$ cat src/rtl/afifo_pkg.sv
// Shared types and constants for the async FIFO read/write path adapters.
// The read-side output buffer occupancy is tracked with occ_state_e.
package afifo_pkg;

    typedef enum logic [1:0] {
        OCC_EMPTY = 2'd0,
        OCC_ONE   = 2'd1,
        OCC_TWO   = 2'd2
    } occ_state_e;

    localparam int unsigned OCC_DEPTH = 2;

    function automatic int unsigned occ_level(input occ_state_e state);
        case (state)
            OCC_ONE: occ_level = 1;
            OCC_TWO: occ_level = 2;
            default: occ_level = 0;
        endcase
    endfunction

endpackage

$ cat src/rtl/afifo_rd_skid_buf.sv
// Two-entry registered output buffer for the FIFO read stream.
// slot0 always drives the stream data; slot1 absorbs one word of overflow.
module afifo_rd_skid_buf
    import afifo_pkg::*;
#(
    parameter int DATA_WIDTH = 32
) (
    input  logic                  clk,
    input  logic                  rst_n,
    input  logic                  push,
    input  logic [DATA_WIDTH-1:0] push_data,
    input  logic                  flush,
    input  logic                  ready,
    output logic                  valid,
    output logic [DATA_WIDTH-1:0] data,
    output logic                  full
);

    occ_state_e            state;
    occ_state_e            state_next;
    logic [DATA_WIDTH-1:0] slot0;
    logic [DATA_WIDTH-1:0] slot1;
    logic                  pop;
    logic                  load0_push;
    logic                  load0_shift;
    logic                  load1_push;

    assign valid = (state != OCC_EMPTY);
    assign data  = slot0;
    assign full  = (occ_level(state) == OCC_DEPTH);
    assign pop   = valid & ready;

    always_ff @(posedge clk or negedge rst_n) begin
        if (!rst_n) begin
            state <= OCC_EMPTY;
        end else begin
            state <= state_next;
        end
    end

    // Flush wins over everything; a push is never honoured while full.
    always_comb begin
        state_next  = state;
        load0_push  = 1'b0;
        load0_shift = 1'b0;
        load1_push  = 1'b0;
        if (flush) begin
            state_next = OCC_EMPTY;
        end else begin
            case (state)
                OCC_EMPTY: begin
                    if (push) begin
                        state_next = OCC_ONE;
                        load0_push = 1'b1;
                    end
                end
                OCC_ONE: begin
                    if (push && !pop) begin
                        state_next = OCC_TWO;
                        load1_push = 1'b1;
                    end else if (push && pop) begin
                        load0_push = 1'b1;
                    end else if (pop) begin
                        state_next = OCC_EMPTY;
                    end
                end
                OCC_TWO: begin
                    if (pop) begin
                        state_next  = OCC_ONE;
                        load0_shift = 1'b1;
                    end
                end
                default: begin
                    state_next = OCC_EMPTY;
                end
            endcase
        end
    end

    // Slots only move on a load, so data stays put under backpressure and after a flush.
    always_ff @(posedge clk or negedge rst_n) begin
        if (!rst_n) begin
            slot0 <= '0;
            slot1 <= '0;
        end else begin
            if (load0_push) begin
                slot0 <= push_data;
            end else if (load0_shift) begin
                slot0 <= slot1;
            end
            if (load1_push) begin
                slot1 <= push_data;
            end
        end
    end

endmodule

$ cat src/rtl/afifo_rd_stream_adapter.sv
// Read-domain adapter: drains the FIFO read port into a valid/ready stream,
// with a read-enable gate, synchronous flush and a free-running pop counter.
module afifo_rd_stream_adapter
    import afifo_pkg::*;
#(
    parameter int DATA_WIDTH = 32,
    parameter int ADDR_WIDTH = 8,
    parameter int CNT_WIDTH  = 16
) (
    input  logic                  rclk,
    input  logic                  rrst_n,
    input  logic                  rempty,
    input  logic [DATA_WIDTH-1:0] rdata,
    output logic                  rinc,
    input  logic                  en,
    input  logic                  flush,
    output logic                  m_valid,
    output logic [DATA_WIDTH-1:0] m_data,
    input  logic                  m_ready,
    output logic [CNT_WIDTH-1:0]  pop_count
);

    if (ADDR_WIDTH < 1 || DATA_WIDTH < 1 || CNT_WIDTH < 1) begin : g_bad_params
        $error("afifo_rd_stream_adapter: widths must be at least 1");
    end

    logic buf_full;

    // Pops are held off during reset since the buffer could not capture the word.
    // The pop decision depends only on buffer occupancy, never on m_ready.
    assign rinc = rrst_n & en & ~flush & ~rempty & ~buf_full;

    afifo_rd_skid_buf #(
        .DATA_WIDTH (DATA_WIDTH)
    ) u_skid_buf (
        .clk       (rclk),
        .rst_n     (rrst_n),
        .push      (rinc),
        .push_data (rdata),
        .flush     (flush),
        .ready     (m_ready),
        .valid     (m_valid),
        .data      (m_data),
        .full      (buf_full)
    );

    always_ff @(posedge rclk or negedge rrst_n) begin
        if (!rrst_n) begin
            pop_count <= '0;
        end else if (rinc) begin
            pop_count <= pop_count + CNT_WIDTH'(1);
        end
    end

endmodule

$ cat config.mk
export PLATFORM = sky130hd
export DESIGN_NAME = afifo_rd_stream_adapter
export DESIGN_NICKNAME = d
export VERILOG_FILES = /design/src/rtl/afifo_pkg.sv /design/src/rtl/afifo_rd_skid_buf.sv /design/src/rtl/afifo_rd_stream_adapter.sv
export SDC_FILE = /design/constraint.sdc
export NUM_CORES = 1
export LEC_CHECK = 0
export CAP_MARGIN = 40
export CORE_AREA = 2 2 103 105
export CTS_CLUSTER_SIZE = 20
export DETAILED_ROUTE_END_ITERATION = 7
export DIE_AREA = 0 0 105 107
export SETUP_SLACK_MARGIN = 0.05
export SYNTH_ARGS = -nofsm -noshare
export SYNTH_HDL_FRONTEND = slang
export SYNTH_SLANG_ARGS = --single-unit
$ cat constraint.sdc
create_clock -name rclk -period 4.2 [get_ports rclk]
set_input_delay 1.05 -clock rclk [delete_from_list [all_inputs] [get_ports rclk]]
set_output_delay 1.05 -clock rclk [all_outputs]
set_load 0.02 [all_outputs]
==> results of run 1 <==
cell type report:
cell class,instances,area (sq um)
clock inverters,4,26.28
clock buffers,12,155.1
flip-flops and latches,82,2052
multi-input cells,150,1340
repair buffers,92,905.9
well taps,136,170.2
fillers,975,5443
flip-flops by register name, indices dropped and copies added, names as in the netlist:
signal,cells
u_skid_buf.data,32
u_skid_buf.state,2
u_skid_buf.slot1,32
pop_count,16
power groups by stage:
stage,clock network (mW),registers [mW],logic [mW]
after floorplan,0,1.07,0.107
after global placement,0,0.980,0.443
after detailed placement,0,0.981,0.448
after CTS,0.549,0.967,0.450
after global routing,0.591,0.981,0.471
final,0.524,0.965,0.442
worst min path at each step:
| stage | from | to | slack, ps | cells after the start |
|---|---|---|---|---|
| floorplan | u_skid_buf.slot1[0] | u_skid_buf.slot1[0] | 480 | 1 |
| global placement | u_skid_buf.data[7] | u_skid_buf.data[7] | 460 | 1 |
| detailed placement | u_skid_buf.data[11] | u_skid_buf.data[11] | 460 | 1 |
| CTS | u_skid_buf.data[6] | u_skid_buf.data[6] | 480 | 1 |
| global route | u_skid_buf.data[7] | u_skid_buf.data[7] | 490 | 1 |
| finish | u_skid_buf.data[18] | u_skid_buf.data[18] | 480 | 1 |
layer usage:
layer,routed length (um),share of wire,GRT usage,vias to the layer above
li1,-,-,-,1089
met1,3433,0.47,0.1861,1153
met2,3448,0.47,0.2166,57
met3,361,0.049,0.03587,8
met4,91,0.012,0.05429,0
met5,0,0,0,-
cells by family (layout without fill, tap and decap cells):
kind of cell | count (synthesis) | after routing | share of synthesized area
AOI/OAI and AO/OA | 67 | 67 | 0.1550
xor gates and xnor gates | 15 | 15 | 0.03758
adders and majority gates | 1 | 1 | 0.003579
buffers and inverters | 14 | 108 | 0.03006
DFF | 82 | 82 | 0.5870
muxes | 34 | 34 | 0.1092
and+or+nand+nor | 33 | 33 | 0.07767
per-stage QoR:
| stage | power [mW] | util | hold WS (ps) |
|---|---|---|---|
| floorplan | 1.177 | - | 479.7 |
| global placement | 1.423 | 0.4427 | 458.1 |
| detailed placement | 1.429 | 0.4427 | 464.4 |
| finish | 1.932 | 0.4607 | 477.1 |
| global route | 2.043 | 0.4607 | 493.5 |
| CTS | 1.966 | 0.4607 | 482.8 |
cell usage in the layout, fill, tap and decap left out, types with 2 or more instances in the layout:
master           netlist  final
a21o_1                32     32
a21oi_1                2      2
a22o_1                30     30
a22o_2                 2      2
and3_1                 2      2
and4_1                 3      3
buf_4                  0      6
clkbuf_8               0     11
clkdlybuf4s50_1        0     86
clkinv_2               0      2
dfrtp_1               82     82
mux2_2                33     33
nand2_1                3      3
nand3_1                6      6
nand4_1                5      5
nor4_4                 2      2
xnor2_1               12     12
xor2_1                 3      3
==> summary.md, run 1 <==
| Metric | Value |
|---|---|
| Share of the synthesized area in the top cell type | `0.5870` |
| Sw Ratio | `0.2834` |
| Hold WC Path Type | `register to register` |
| Main area contributors after synthesis | `dfrtp_1, mux2_2, a22o_1, a21o_1, xnor2_1` |
| Antenna diodes | `0` |
| CTS tree | `built` |
| Final slew viol count | `0` |
| Worst EP required | `between 3000 and 4000 ps` |
| CTS sink cnt | `82` |
| Worst setup path end | `rinc` |
| Setup violators final | `0` |
| Reg2Reg Setup Slack | `2010 ps` |
| Final std cells w/o fill | `476` |
| Top-count cell post-synth | `dfrtp_1` |
| Sequential share of power | `0.500` |
| Clock group share of total power | `0.272` |
| Vias per cell | `about 4.8` |
| Mean Syn Cell Area | `14.21 sq um` |
| Mapped Cells | `246` |
| Hold Vio Cnt, Final | `0` |
| Number of synthesized flops with an enable pin | `0` |
| DRT iter0 DRCs | `45` |
| Final setup margin | `roughly 370 ps` |
| Crit Reg-Reg Endpoint | `u_skid_buf.data[0]` |
| Stages on the worst setup path | `4` |
| Worst clock skew | `8.890 ps` |
| # IOs | `88` |
| RSZ-0062 raised after global routing | `false` |
| Skew-Pair Late Insertion Delay | `about 340 ps` |
| Wirelength per Cell | `15.41 um` |
| Critical path's slowest cell | `clkdlybuf4s50_1` |
| Max incr delay on CP | `680 ps` |
| Status | `finished, final reports clean` |
| Remaining DRCs | `0` |
| Final instance area | `4649 sq um` |
| Number of global-route vias before repair | `2263` |
| Placement Setup Slack | `398.3 ps` |
| Max_cap viols | `0` |
| Layout cells sized above 1 | `0.1971` |
| Initial Util | `0.3464` |
| Maximum VDD drop | `0.2462 mV` |
| RD Place Congestion | `just under 0.8` |
| Site Rows | `37` |
| Post-CTS Resized | `0` |
| Inst Count DP | `460` |
| CTS buffer count | `9` |
| Postcts setup bufs | `0` |
| Combinational Power Share | `0.229` |
| Critical path's top delay family | `buffers and inverters` |
| Post-synth top cells | `dfrtp_1, mux2_2, a21o_1` |
| Leading area contributor after synthesis | `dfrtp_1` |
| Crit path buf inv count | `2` |
| Pin slew with the least headroom to its limit | `817.1 ps` |
| PwrDens | `415.5 nW/um^2` |
| Area Growth Syn to Fin | `33.00%` |
| Lkg Pwr | `2.259 nW` |
| Startpoint Class | `input port` |
| Dominant synthesized flop cell | `dfrtp_1` |
| Mapped cell area | `3496 sq um` |
| Post-Syn Nets | `285` |
| FF-to-FF path depth | `4` |
| Critical path's most frequent cell | `clkdlybuf4s50_1` |
| Antenna viol nets, final | `0` |
| WS Path Type | `input port to output pin` |
| Hold buffer count at cts | `0` |
| Net Switching | `roughly 0.55 mW` |
| Root Buffer | `clkbuf_8` |
| CP endpoint kind | `output pin` |
| Critical path arrival | `2780 ps` |
| Min cycle time layout | `3830 ps` |
| First-pass GRT wire length | `approximately 12000 um` |
| Pin count of the biggest net entering global routing | `44` |
| GRT Util Overall | `0.1390` |
| DR vias | `2307` |
| Cells along the critical path | `clkdlybuf4s50_1 > nand3b_4 > nor3_2 > clkdlybuf4s50_1` |
| Post-synth ARST share | `1.000` |
| Final setup TNS | `0 ps` |
| Worst relative slew slack | `0.4540` |
| Register bit total from synthesis | `82` |
| Post-Route WL | `7334 um` |
| Initial antenna violation count | `0` |
| TritonRoute pass-1 iters | `4` |
| Max Freq | `roughly 260 MHz` |
| Clock Tree Buf Depth | `2` |
| Die Area | `11240 sq um` |
| Post-DP Area | `4468 sq um` |
| Nets | `374` |
| Seq/Total Area, Yosys | `0.5870` |
| Die Wd | `105 um` |
| Final Cycle Share | `0.9118` |
| Area of the core | `10090 sq um` |
| DP HPWL | `4736 um` |
| Clock slew at reported path FFs | `roughly 80 ps` |
| Distinct cell type count after synthesis | `33` |
| Die H | `between 100 and 150 um` |
| Worst Path Max Fanout | `5` |
| CP startpoint | `en` |
| RR Startpoint | `u_skid_buf.state[1]` |
| Power Internal | `1.384 mW` |
| Grt total ovfl | `0` |
| Syn. warnings | `0` |
| Htree depth | `3` |
| Buffers added on ports | `87` |
Note: power is estimated with default switching activity, not from simulation.
==> run 2: changes to the inputs <==
--- a/config.mk
+++ b/config.mk
@@ -11,6 +11,7 @@
 export DETAILED_ROUTE_END_ITERATION = 7
 export DIE_AREA = 0 0 105 107
 export SETUP_SLACK_MARGIN = 0.05
+export SKIP_LAST_GASP = 1
 export SYNTH_ARGS = -nofsm -noshare
 export SYNTH_HDL_FRONTEND = slang
 export SYNTH_SLANG_ARGS = --single-unit
==> results of run 2 <==
No change in the layout: final DEF, timing and power equal those of run 1.
